`config.mk`:
```
export PLATFORM = sky130hd
export DESIGN_NAME = mlp_layer_sched
export DESIGN_NICKNAME = d
export VERILOG_FILES = /design/src/rtl/mlp_layer_sched.sv
export SDC_FILE = /design/constraint.sdc
export NUM_CORES = 1
export LEC_CHECK = 0
export CAP_MARGIN = 20
export CORE_ASPECT_RATIO = 0.7
export CORE_UTILIZATION = 40
export DETAILED_ROUTE_END_ITERATION = 10
export GPL_TIMING_DRIVEN = 0
export SYNTH_ARGS = -nofsm -noshare
export SYNTH_HDL_FRONTEND = slang
export SYNTH_SLANG_ARGS = --single-unit
```
`constraint.sdc`:
```
create_clock -name clk -period 2.2 [get_ports clk]
set_clock_uncertainty 0.1 [all_clocks]
set_input_delay 0.66 -clock clk [delete_from_list [all_inputs] [get_ports clk]]
set_output_delay 0.66 -clock clk [all_outputs]
set_load 0.03 [all_outputs]
```
`src/rtl/mlp_layer_sched.sv`:
```
// rtl/mlp_layer_sched.sv - group/element sequencer for the shared 8-lane MAC datapath of the MLP core
module mlp_layer_sched #(
    parameter int N_HID_GRP = 4,
    parameter int N_OUT_GRP = 2,
    parameter int IN_LEN    = 62,
    parameter int HID_LEN   = 30
) (
    input  logic       clk,
    input  logic       rst,
    input  logic       start,
    input  logic       hold,
    output logic       busy,
    output logic       done,
    output logic       layer,
    output logic [1:0] bank_sel,
    output logic [5:0] elem_idx,
    output logic       mac_clr,
    output logic       mac_en,
    output logic       bias_en,
    output logic       wr_en,
    output logic [2:0] wr_grp
);

    // Counter widths are fixed at 6/2 bits, so lengths and group counts must fit them.
    if (IN_LEN < 1 || IN_LEN > 64 || HID_LEN < 1 || HID_LEN > 64 ||
        N_HID_GRP < 1 || N_HID_GRP > 4 || N_OUT_GRP < 1 || N_OUT_GRP > 4) begin : g_bad_params
        $error("mlp_layer_sched: parameter out of range");
    end

    localparam logic [5:0] HID_LAST_IDX = 6'(IN_LEN - 1);
    localparam logic [5:0] OUT_LAST_IDX = 6'(HID_LEN - 1);
    localparam logic [1:0] HID_LAST_GRP = 2'(N_HID_GRP - 1);
    localparam logic [1:0] OUT_LAST_GRP = 2'(N_OUT_GRP - 1);

    typedef enum logic [2:0] {IDLE, CLR, ACC, BIAS, WB, FIN} state_t;

    state_t     state_q, state_d;
    logic       busy_q, busy_d;
    logic       done_q, done_d;
    logic       layer_q, layer_d;
    logic [1:0] bank_q, bank_d;
    logic [5:0] idx_q, idx_d;
    logic       clr_q, clr_d;
    logic       en_q, en_d;
    logic       bias_q, bias_d;
    logic       wr_q, wr_d;

    logic [5:0] last_idx;
    logic [1:0] last_grp;

    assign last_idx = layer_q ? OUT_LAST_IDX : HID_LAST_IDX;
    assign last_grp = layer_q ? OUT_LAST_GRP : HID_LAST_GRP;

    // Next-state and next-output logic; strobes are computed for the state being entered.
    always_comb begin
        state_d = state_q;
        busy_d  = busy_q;
        layer_d = layer_q;
        bank_d  = bank_q;
        idx_d   = idx_q;
        done_d  = 1'b0;
        clr_d   = 1'b0;
        en_d    = 1'b0;
        bias_d  = 1'b0;
        wr_d    = 1'b0;
        if (hold && state_q != IDLE) begin
            // Frozen: everything keeps its value, strobes stay low until hold drops.
        end else begin
            case (state_q)
                IDLE: begin
                    if (start) begin
                        state_d = CLR;
                        busy_d  = 1'b1;
                        layer_d = 1'b0;
                        bank_d  = 2'd0;
                        idx_d   = 6'd0;
                        clr_d   = 1'b1;
                    end
                end
                CLR: begin
                    state_d = ACC;
                    idx_d   = 6'd0;
                    en_d    = 1'b1;
                end
                ACC: begin
                    if (idx_q == last_idx) begin
                        state_d = BIAS;
                        bias_d  = 1'b1;
                    end else begin
                        idx_d = idx_q + 6'd1;
                        en_d  = 1'b1;
                    end
                end
                BIAS: begin
                    state_d = WB;
                    wr_d    = 1'b1;
                end
                WB: begin
                    if (bank_q < last_grp) begin
                        state_d = CLR;
                        bank_d  = bank_q + 2'd1;
                        idx_d   = 6'd0;
                        clr_d   = 1'b1;
                    end else if (!layer_q) begin
                        state_d = CLR;
                        layer_d = 1'b1;
                        bank_d  = 2'd0;
                        idx_d   = 6'd0;
                        clr_d   = 1'b1;
                    end else begin
                        state_d = FIN;
                        busy_d  = 1'b0;
                        layer_d = 1'b0;
                        bank_d  = 2'd0;
                        idx_d   = 6'd0;
                        done_d  = 1'b1;
                    end
                end
                FIN: begin
                    state_d = IDLE;
                end
                default: begin
                    state_d = IDLE;
                    busy_d  = 1'b0;
                    layer_d = 1'b0;
                    bank_d  = 2'd0;
                    idx_d   = 6'd0;
                end
            endcase
        end
    end

    // State and registered outputs; reset aborts any run without a done pulse.
    always_ff @(posedge clk or posedge rst) begin
        if (rst) begin
            state_q <= IDLE;
            busy_q  <= 1'b0;
            done_q  <= 1'b0;
            layer_q <= 1'b0;
            bank_q  <= 2'd0;
            idx_q   <= 6'd0;
            clr_q   <= 1'b0;
            en_q    <= 1'b0;
            bias_q  <= 1'b0;
            wr_q    <= 1'b0;
        end else begin
            state_q <= state_d;
            busy_q  <= busy_d;
            done_q  <= done_d;
            layer_q <= layer_d;
            bank_q  <= bank_d;
            idx_q   <= idx_d;
            clr_q   <= clr_d;
            en_q    <= en_d;
            bias_q  <= bias_d;
            wr_q    <= wr_d;
        end
    end

    assign busy     = busy_q;
    assign done     = done_q;
    assign layer    = layer_q;
    assign bank_sel = bank_q;
    assign elem_idx = idx_q;
    assign mac_clr  = clr_q;
    assign mac_en   = en_q;
    assign bias_en  = bias_q;
    assign wr_en    = wr_q;
    assign wr_grp   = {1'b0, bank_q};

endmodule

```
After elaboration in Yosys (flattened, before gate mapping). Cells that the tools add are included.

Flip-flop bits (word level): 18. Output and inout port bits: 18.

Add/subtract/negate cells: 2. Order comparisons: 1. Equality and inequality tests: 11. Multiplexer cells: 37. Bitwise logic cells: 3. Reductions and logical operators: 10.

Operators with widths (count): 1-bit 2-to-1 mux (20); 6-bit 2-to-1 mux (3); 6-bit case mux with 3 select lines (1); 3-bit case mux with 5 select lines (1); 3-bit 2-to-1 mux (4); 2-bit inequality test, second input constant (5); 4-bit AND reduction (2); 6-bit by 1-bit adder with 6-bit output, second input constant (1); 3-bit by 2-bit == test with 1-bit output, second input constant (2); 3-bit == test, second input constant (2); 6-bit == test (1); 2-bit 2-to-1 mux (3); 1-bit case mux with 3 select lines (2); 2-bit case mux with 3 select lines (1); 3-bit AND reduction (2); 5-bit AND reduction (1); 1-bit case mux with 2 select lines (2); 4-bit OR reduction (1); 3-bit by 1-bit == test with 1-bit output, second input constant (1); 3-bit zero test (1); 1-bit NOT (3); 3-bit nonzero test (1); 2-bit by 1-bit adder with 2-bit output, second input constant (1); 2-bit less-than comparator (1); 2 further kinds (2).

Depth between registers and ports, before layout. Gate-level depths: netlist of the first run.

Depth in word-level cells: 5. Mapped depth: 6. Mapped depth without buffers: 6.

Worst setup path before layout of the first run. No wires, ideal clock.

Path type: register to register. Start: register layer_q, in the netlist layer. End: register layer_q, in the netlist layer. Setup time: 0.070 ns. Arrival time: 1.579 ns. Setup slack: 0.451 ns. Cell stages (with the launch flop): 5. Buffers on the path: 0. Clock period less this slack: 1.749 ns. Cell sequence: dfrtp_1 -> ha_1 -> a21oi_1 -> or4_1 -> nand3_1.

Cells in the longest elaborated chain, start to end: 4.

RTL lines: from (decl) (line 40) `logic layer_q, layer_d;`; from (signal assigned) (line 150) `layer_q <= layer_d;`; 2-bit 2-to-1 mux (line 52) `assign last_grp = layer_q ? OUT_LAST_GRP : HID_LAST_GRP;`; 2-bit less-than comparator (line 99) `if (bank_q < last_grp) begin`; 2-bit inequality test (no line); 4-bit AND reduction (no line).

Parallel ways exist; a longest one is shown, timed or not. The select of a mux whose other input is x is not followed. A chain may end at the register's enable or synchronous reset.

Worst setup path in the final report of the first run.
Start: register idx_q[5], in the netlist elem_idx[5]. End: output elem_idx[5].

RTL lines: from (decl) (line 42) `logic [5:0] idx_q, idx_d;`; from (signal assigned) (line 152) `idx_q <= idx_d;`; to (decl) (line 16) `output logic [5:0] elem_idx,`.

No word-level cell between the ends.

==> results of run 1 <==
## kinds of logic (layout without fill, tap and decap cells)
logic type | Yosys count | after routing | synth area share (%)
muxes | 1 | 1 | 1.05
and+or+nand+nor | 45 | 45 | 24.5
xor gates and xnor gates | 1 | 1 | 0.813
adders and majority gates | 3 | 3 | 3.48
other | 1 | 1 | 0.348
DFF | 18 | 18 | 41.8
AOI/OAI and AO/OA | 32 | 32 | 20.6
buffers and inverters | 14 | 38 | 7.43
## sequential cells by signal, summed over array words and instances, names as in the netlist
name      flops
busy          1
done          1
state_q       3
layer         1
bias_en       1
mac_en        1
mac_clr       1
bank_sel      2
wr_en         1
elem_idx      6
## per-layer routing
metal / GRT usage, % / vias up
li1: - / 458
met1: 25.4 / 399
met4: 5.45 / 0
met3: 5.25 / 4
met5: 0 / -
met2: 23.4 / 21
## stage by stage
step           std cells  area (um^2)  power, uW  hold WS [ps]
3_3_place_gp         169         1320       1240           404
6_report             173         1390       1510           439
2_1_floorplan        115         1080       1010           454
5_1_grt              173         1390       1610           464
3_5_place_dp         169         1320       1240           417
4_1_cts              173         1370       1510           431
## layout by cell type, fill, tap and decap left out, types with 2 or more instances in the layout
cell type,n
a211o_1,3
a21o_1,2
a21oi_1,7
a31oi_1,2
buf_4,3
buf_6,2
clkbuf_8,4
clkdlybuf4s50_1,12
dfrtp_1,18
dlygate4sd2_1,3
dlymetal6s2s_1,5
ha_1,3
inv_1,7
nand2_1,10
nand2b_1,2
nand3_1,2
nand4_1,2
nor2_1,7
nor2b_1,3
nor3_1,3
nor3b_1,3
o2111ai_1,2
o21ai_0,5
or2_2,2
or3_1,2
## power breakdown
part / total [uW] / internal [uW] / switching (uW) / leakage (uW)
Combinational: 757 / 318 / 439 / 0.000448
Sequential: 485 / 411 / 74.9 / 0.000241
Clock: 266 / 159 / 107 / 0.0000288
## what timing repair did
action	CTS	global route
setup buffers	0	0
hold endpoints to repair	0	0
endpoints found under the setup margin	3	6
gates resized for setup	3	6
## layout make-up
type / count / area, um^2
fillers: 242 / 1130
multi-input cells: 83 / 551
flip-flops and latches: 18 / 450
repair buffers: 20 / 209
clock buffers: 4 / 55.1
plain buffers: 7 / 53.8
well taps: 34 / 42.5
inverters: 7 / 26.3
## path summary, 6_finish.rpt
check                                   startpoint                 endpoint  slack [ps]
min in group asynchronous                      rst  bank_sel[1]$_DFFE_PP0P_         710
max in group asynchronous                      rst  elem_idx[3]$_DFFE_PP0P_         870
setup / recovery           elem_idx[5]$_DFFE_PP0P_              elem_idx[5]         100
hold reg to reg                   busy$_DFFE_PP0P_         busy$_DFFE_PP0P_         440
setup reg to reg            state_q[1]$_DFFE_PP0P_  elem_idx[2]$_DFFE_PP0P_         400
hold / removal                    busy$_DFFE_PP0P_         busy$_DFFE_PP0P_         440
==> impl_results.md, run 1 <==
* Status: completed
* Count of pins over their slew limit at 0
* Met3 wire length at 98 um
* Mapped cell area at 1080 um^2
* Crit. path cell count at 1
* Vias in the first global route at 777
* Synth cell types at 46
* GP Congestion at 0.845
* Worst skew pair latency at 250 ps
* Startpoint types: flip-flop
* Clock Tree Root: clkbuf_8
* Syn Inst Count at 115
* Final WS setup at 98.1 ps
* Synth Register Bits at 18
* Critical path capture point type: output port
* CP max-delay cell: clkdlybuf4s50_1
* TNS Setup at 0 ps
* # rows at 15
* Met1 wire length at 1280 um
* Leak at 0.000719 uW
* Routed vias/inst at 5.10
* Top-area cell type share of the netlist area at 41.8%
* Most frequent cell after synthesis: dfrtp_1
* Number of remaining DRC errors at 0
* Met2 WL at 826 um
* Layout cells sized above 1 at 14.4%
* Die ar. at 2910 um^2
* Via count at 882
* Initial Util at 42.8%
* EDFF count, synth at 0
* Final nets at 147
* Largest net degree at the start of global routing at 19
* Drt first pass iters at 4
* Initial DRC Count at 10
* Worst setup path class: flip-flop to output port
* Critical-path cell list: clkdlybuf4s50_1
* Post-Place Worst Slack at -198 ps
* Peak Freq at 476 MHz
* Peak supply drop at 0.540 mV
* Yosys warns at 0
* Horiz. Die Dim at 64.0 um
* H-tree levels at 1
* Area delta synth->final at 28.8%
* Slew @ Worst Pin at 726 ps
* Crit path required time at 1440 ps
* Die Y-Extent at 45.4 um
* Total CTS buffers at 3
* Ant. Diodes at 0
* Initial antenna violation count at 0
* Hold Path Class: flip-flop to flip-flop
* Async SR Flop Fraction at 100%
* Crit-path max FO at 4
* IO Port Bufs at 20
* Clock Tree Buf Depth at 2
* Final Hold Violating Endpoints at 0
* Routed WL per cell at 12.8 um
* Syn avg cell area at 9.37 um^2
* Final setup viols at 0
* Post-DP HPWL at 1620 um
* WP data arrival at 1340 ps
* Syn Nets at 122
* Area of the core at 2510 um^2
* Largest cells by area after synthesis: dfrtp_1 (42%), ha_1 (3.5%), nand2_1 (3.5%)
* Detail Route Antenna Nets at 0
* Power Density at 1090 nW/um^2
* Most frequent cells after synthesis: dfrtp_1 (18), nand2_1 (10), a21oi_1 (7), inv_1 (7), nor2_1 (7)
* Cts hold-fix bufs at 0
* Worst Reg-to-Reg Cells at 4
* Top_reg_cell synth: dfrtp_1
* Post-route minimum period at 2100 ps
* Unrepaired setup endpoints after global routing: no
* All-Layer GR Usage at 17.1%
* Period utilisation layout at 95.5%
* Clock Sinks at 18
* Worst Path Buf+Inv at 1
* Util after Layout at 55.2%
* DR top layer: met4
* Seq/Total Area, Yosys at 41.8%
* Relative slew slack at 51.5%
* CTS tree: done
* Top Family by Delay on Critical Path: buffers and inverters
* Area leader, netlist: dfrtp_1
* I/O pin count at 22
* First-pass GRT wire length at 3650 um
* Max stage delay on crit path at 690 ps
* Total wire length at 2220 um
* GR Overflow Total at 0
* Hold Crit Depth at 2
* Max capacitance violation total at 0
* Clock transition at path regs at 60 ps
Note: power is estimated with default switching activity, not from simulation.
==> inputs of run 2 (changes only) <==
--- a/config.mk
+++ b/config.mk
@@ -7,9 +7,10 @@
 export LEC_CHECK = 0
 export CAP_MARGIN = 20
 export CORE_ASPECT_RATIO = 0.7
-export CORE_UTILIZATION = 40
+export CORE_UTILIZATION = 50
 export DETAILED_ROUTE_END_ITERATION = 10
 export GPL_TIMING_DRIVEN = 0
+export PLACE_DENSITY = 0.78
 export SYNTH_ARGS = -nofsm -noshare
 export SYNTH_HDL_FRONTEND = slang
 export SYNTH_SLANG_ARGS = --single-unit
==> run 2 against run 1 <==
Against the previous run:
- the flow now finishes with violations (design-rule violations)
- combinational power down 0.5%
- highest routed layer unchanged
- utilization up 13 points
- critical endpoint is now busy
- fmax up 0.18%
- via count up 6.0%
- power down 6.8%
- non-clock buffer count unchanged
- die area down 19%
==> impl_results.md, run 2 (same netlist as run 1, synthesis figures left out) <==
* Via count at 935 (was 882)
* Clock transition at path regs at 90 ps (was 60 ps)
* Clock Tree Buf Depth at 2 (unchanged)
* Setup crit end: busy (was elem_idx[5])
* First-pass GRT wire length at 4030 um (was 3650 um)
* Met2 WL at 1040 um (was 826 um)
* Layout cells sized above 1 at 13.8% (was 14.4%)
* Sw power at 626 uW (was 621 uW)
* Count of pins over their slew limit at 0 (unchanged)
* TNS Setup at 0 ps (unchanged)
* All-Layer GR Usage at 24.4% (was 17.1%)
* Met3 wire length at 154 um (was 98 um)
* Worst Path Buf+Inv at 1 (unchanged)
* Peak Freq at 477 MHz (was 476 MHz)
* Horiz. Die Dim at 57.5 um (was 64.0 um)
* Detail Route Antenna Nets at 0 (unchanged)
* Cell count after placement at 157 (was 169)
* Final setup viols at 0 (unchanged)
* Initial antenna violation count at 0 (unchanged)
* Met1 wire length at 1190 um (was 1280 um)
* Reg2Reg Setup Slack at 310 ps (was 400 ps)
* Power Density at 1060 nW/um^2 (was 1090 nW/um^2)
* Drt first pass iters at 7 (was 4)
* Area delta synth->final at 23.1% (was 28.8%)
* IO Port Bufs at 20 (unchanged)
* Final Hold Violating Endpoints at 0 (unchanged)
* CP max-delay cell: clkdlybuf4s50_1 (unchanged)
* Worst skew pair latency at 300 ps (was 250 ps)
* Total wire length at 2410 um (was 2220 um)
* Worst Setup SP: busy$_DFFE_PP0P_ (was elem_idx[5]$_DFFE_PP0P_)
* Number of flip-flops in the largest register at 6 (unchanged)
* Unrepaired setup endpoints after global routing: no (unchanged)
* Most frequent cells in the layout: dfrtp_1 (18), nand2_1 (10), clkdlybuf4s50_1 (10) (was dfrtp_1 (18), clkdlybuf4s50_1 (12), nand2_1 (10))
* Clock Tree Root: clkbuf_4 (was clkbuf_8)
* Routed WL per cell at 15.1 um (was 12.8 um)
* Worst Reg-to-Reg Cells at 5 (was 4)
* DR top layer: met4 (unchanged)
* Initial Util at 55.7% (was 42.8%)
* Top Family by Delay on Critical Path: buffers and inverters (unchanged)
* Sequential share of power at 35.0% (was 32.2%)
* Die ar. at 2350 um^2 (was 2910 um^2)
* H-tree levels at 1 (unchanged)
* GP Congestion at 0.877 (was 0.845)
* Crit. path cell count at 1 (unchanged)
* Max capacitance violation total at 0 (unchanged)
* RR Startpoint: state_q[2]$_DFFE_PP0P_ (was state_q[1]$_DFFE_PP0P_)
* WP data arrival at 1340 ps (about the same)
* Routed vias/inst at 5.84 (was 5.10)
* Area of the core at 1940 um^2 (was 2510 um^2)
* Most common cell after layout, fill and taps aside: dfrtp_1 (unchanged)
* Crit path required time at 1440 ps (about the same)
* Post-route minimum period at 2100 ps (about the same)
* Gate power share at 53.6% (was 50.2%)
* Fin cells at 160 (was 173)
* Clock share of power at 11.4% (was 17.7%)
* Crit-path max FO at 2 (was 4)
* Number of remaining DRC errors at 2 (was 0)
* Setup Fix Bufs, Post-CTS at 0 (unchanged)
* Violated checks: design-rule violations
* Worst setup path class: flip-flop to output port (unchanged)
* Peak supply drop at 0.772 mV (was 0.540 mV)
* Die Y-Extent at 40.8 um (was 45.4 um)
* Critical R2R Capture: elem_idx[3]$_DFFE_PP0P_ (was elem_idx[2]$_DFFE_PP0P_)
* Vias in the first global route at 835 (was 777)
* Ant. Diodes at 0 (unchanged)
* CTS tree: done (unchanged)
* Initial DRC Count at 26 (was 10)
* Worst hold slack at 444 ps (was 439 ps)
* Largest net degree at the start of global routing at 19 (unchanged)
* GR Overflow Total at 0 (unchanged)
* Clock Sinks at 18 (unchanged)
* Post-DP HPWL at 1760 um (was 1620 um)
* Status: finished, violations left (was completed)
* Relative slew slack at 47.1% (was 51.5%)
* Post-DP Area at 1310 um^2 (was 1320 um^2)
* Total CTS buffers at 3 (unchanged)
* Hold Path Class: flip-flop to flip-flop (unchanged)
* # rows at 13 (was 15)
* Leak at 0.000678 uW (was 0.000719 uW)
* Final nets at 147 (unchanged)
* Final Cell Area at 1330 um^2 (was 1390 um^2)
* I/O pin count at 22 (unchanged)
* Startpoint types: flip-flop (unchanged)
* Critical-path cell list: clkdlybuf4s50_1 (unchanged)
* P_int at 780 uW (was 888 uW)
* Switch share at 44.5% (was 41.2%)
* Critical path capture point type: output port (unchanged)
* Max stage delay on crit path at 680 ps (was 690 ps)
* Slew @ Worst Pin at 792 ps (was 726 ps)
* Period utilisation layout at 95.4% (was 95.5%)
run 2: cell types whose count changed in the layout (fill, tap and decap cells not counted), sizes merged:
cell and change:
clkbuf -1, clkdlybuf4s50 -2, dlygate4sd2 +5, dlymetal6s2s -3
run 2: how the worst min path moves through the flow:
stage,cells after the start,end,from
2_1_floorplan,2,mac_clr$_DFF_PP0_,state_q[0]$_DFFE_PP0P_
3_3_place_gp,2,busy$_DFFE_PP0P_,busy$_DFFE_PP0P_
3_5_place_dp,2,busy$_DFFE_PP0P_,busy$_DFFE_PP0P_
4_1_cts,2,busy$_DFFE_PP0P_,busy$_DFFE_PP0P_
5_1_grt,2,busy$_DFFE_PP0P_,busy$_DFFE_PP0P_
6_report,2,busy$_DFFE_PP0P_,busy$_DFFE_PP0P_
run 2: power groups by stage:
| stage | combinational [uW] | sequential (uW) | clock (uW) |
|---|---|---|---|
| 6_report | 753 | 492 | 161 |
| 5_1_grt | 815 | 504 | 181 |
| 4_1_cts | 741 | 490 | 168 |
| 3_5_place_dp | 759 | 497 | 0 |
| 3_3_place_gp | 743 | 487 | 0 |
| 2_1_floorplan | 427 | 588 | 0 |
run 2: area by class of cell:
type / count / area, um^2
clock buffers: 3 / 22.5
multi-input cells: 83 / 551
flip-flops and latches: 18 / 450
repair buffers: 20 / 195
plain buffers: 7 / 53.8
well taps: 22 / 27.5
inverters: 7 / 26.3
fillers: 163 / 609
run 2: timing repair:
item / 4_1_cts / 5_1_grt
setup endpoints to repair: 8 / 3
pin swaps: 0 / 0
cloned: 0 / 0
gates resized for setup: 8 / 3
hold buffers: 0 / 0
run 2: metrics by stage:
step	worst slack, ps	utilization (%)	total power [uW]
after floorplan	451	-	1010
after global placement	-158	67.4	1230
after detailed placement	-176	67.4	1260
after CTS	35.3	68.1	1400
after global routing	49.5	68.5	1500
final	102	68.5	1410
run 2: metal layers:
layer	vias to the layer above	GRT usage, %
li1	465	-
met1	437	33.8
met2	28	36.9
met3	5	7.57
met4	0	7.93
met5	-	0
==> edit, RTL diff (config.mk and constraints of run 1) <==
The output `done` loses its register stage (`done_q` becomes a continuous assignment).
--- a/src/rtl/mlp_layer_sched.sv
+++ b/src/rtl/mlp_layer_sched.sv
@@ -135,7 +135,6 @@
         if (rst) begin
             state_q <= IDLE;
             busy_q  <= 1'b0;
-            done_q  <= 1'b0;
             layer_q <= 1'b0;
             bank_q  <= 2'd0;
             idx_q   <= 6'd0;
@@ -146,7 +145,6 @@
         end else begin
             state_q <= state_d;
             busy_q  <= busy_d;
-            done_q  <= done_d;
             layer_q <= layer_d;
             bank_q  <= bank_d;
             idx_q   <= idx_d;
@@ -156,6 +154,8 @@
             wr_q    <= wr_d;
         end
     end
+
+    assign done_q = done_d;
 
     assign busy     = busy_q;
     assign done     = done_q;
Function: same outputs for any inputs over 10 cycles, from zero or initial values and one cycle with rst high; that may be too few to reach the edited logic, so the function may still have changed.
==> edit against run 1 <==
The run now ends with negative setup slack left; sequential cell count decreased by 1; count of clock-buffer cells in the layout shrank 1; die area decreased by 5.4%; setup slack lost 0.24 ns; global-route usage grew 1.5 points; total power down 1.8%; combinational power increased by 12%; area after synthesis fell by 5.6%; cell count is 4.0% higher; wire length increased by 7.3%; final area rose by 5.3%; largest cell class unchanged; largest power group unchanged.
==> edit: results (changes against run 1) <==
Synth
  – Compound-Gate Fraction of Synth Area: 0.161 (-0.0444)
  – Top cells by area, synth: dfrtp_1 (42%), ha_1 (3.7%), nor2_1 (3.7%)
  – Post-synthesis mux area share: 0.0111 (+0.000617)
  – Post-Synth XOR/XNOR Area: 0.00861 (+0.000480)
  – Synth Area in Adders: 0.0369 (+0.00206)
  – Post-synth top cells: dfrtp_1 (17), nor2_1 (10), o21ai_1 (7)

Worst setup path
  – Reg2reg path depth: 6 (+2)
  – CP max stage delay: 0.42 ns (-0.27 ns)
  – Slowest-stage cell, CP: dfrtp_1
  – Top delay family on crit path: simple AND/OR/NAND/NOR gates
  – Critical Path AT: 1.58 ns (+0.24 ns)

Place
  – Final GP Congestion: 0.861 (+1.9%)
  – Post-DP HPWL: 1640 um (+1.2%)

Final layout
  – Layout non-clock buf frac: 0.241 (+0.0521)
  – #MultiIn Comb: 84 (+1.2%)
  – Fillers: 208 (-14%)
  – Layout cells sized above 1: 0.277 (+0.133)
  – Fraction of area in registers: 0.294 (-0.0310)
  – Multi-input gate share of total cell area: 0.406 (+0.00907)

Global routing
  – Largest net degree at the start of global routing: 18 (-1)
  – First-pass GRT wire length: 3810 um (+4.3%)
  – Grt met1 use: 0.284 (+0.0299)

Timing
  – Setup ws final: -0.141 ns (-0.239 ns)
  – Final Setup Violations: 1 (+1)
  – Least-Margin Pin Slew: 0.639 ns (-0.0875 ns)

Clock tree
  – CTS resizes: 22 (+19)
  – Setup repair bufs after CTS: 7 (+7)

Route
  – Total number of vias: 936 (+6.1%)
  – Metal2 WL: 926 um (+12%)
  – Final wirelength: 2380 um (+7.3%)
  – Routed met3 length: 208 um (+110%)
  – Starting DRT DRC Count: 21 (+11)

Power
  – Sw Ratio: 0.419 (+0.00749)
  – Leakage power: 0.000767 uW (+6.7%)
  – Power Clock: 166 uW (-38%)

Floorplanning
  – Number of tapcells: 32 (-5.9%)

Run status
  – Violated checks: negative setup slack
  – Status: complete, but fails checks
==> edit: metrics by stage <==
| step | utilization | total power (uW) | setup WS (ns) | setup TNS (ns) | cells |
|---|---|---|---|---|---|
| floorplan | - | 933 | 0.00745 | 0 | 113 |
| global placement | 0.564 | 1140 | -0.629 | -3.06 | 165 |
| detailed placement | 0.564 | 1150 | -0.628 | -2.96 | 165 |
| CTS | 0.611 | 1390 | -0.156 | -0.156 | 175 |
| global route | 0.642 | 1590 | -0.199 | -0.254 | 180 |
| finish | 0.642 | 1480 | -0.141 | -0.141 | 180 |
==> edit: path summary, 6_finish.rpt <==
check                                start     endpoint  slack, ns
worst max-delay path            state_q[0]         done      -0.14
worst min-delay path                  busy         busy       0.41
worst max register to register  state_q[0]  elem_idx[5]       0.20
min in group asynchronous              rst       mac_en       0.65
worst min register to register        busy         busy       0.41
max in group asynchronous              rst        layer       0.91
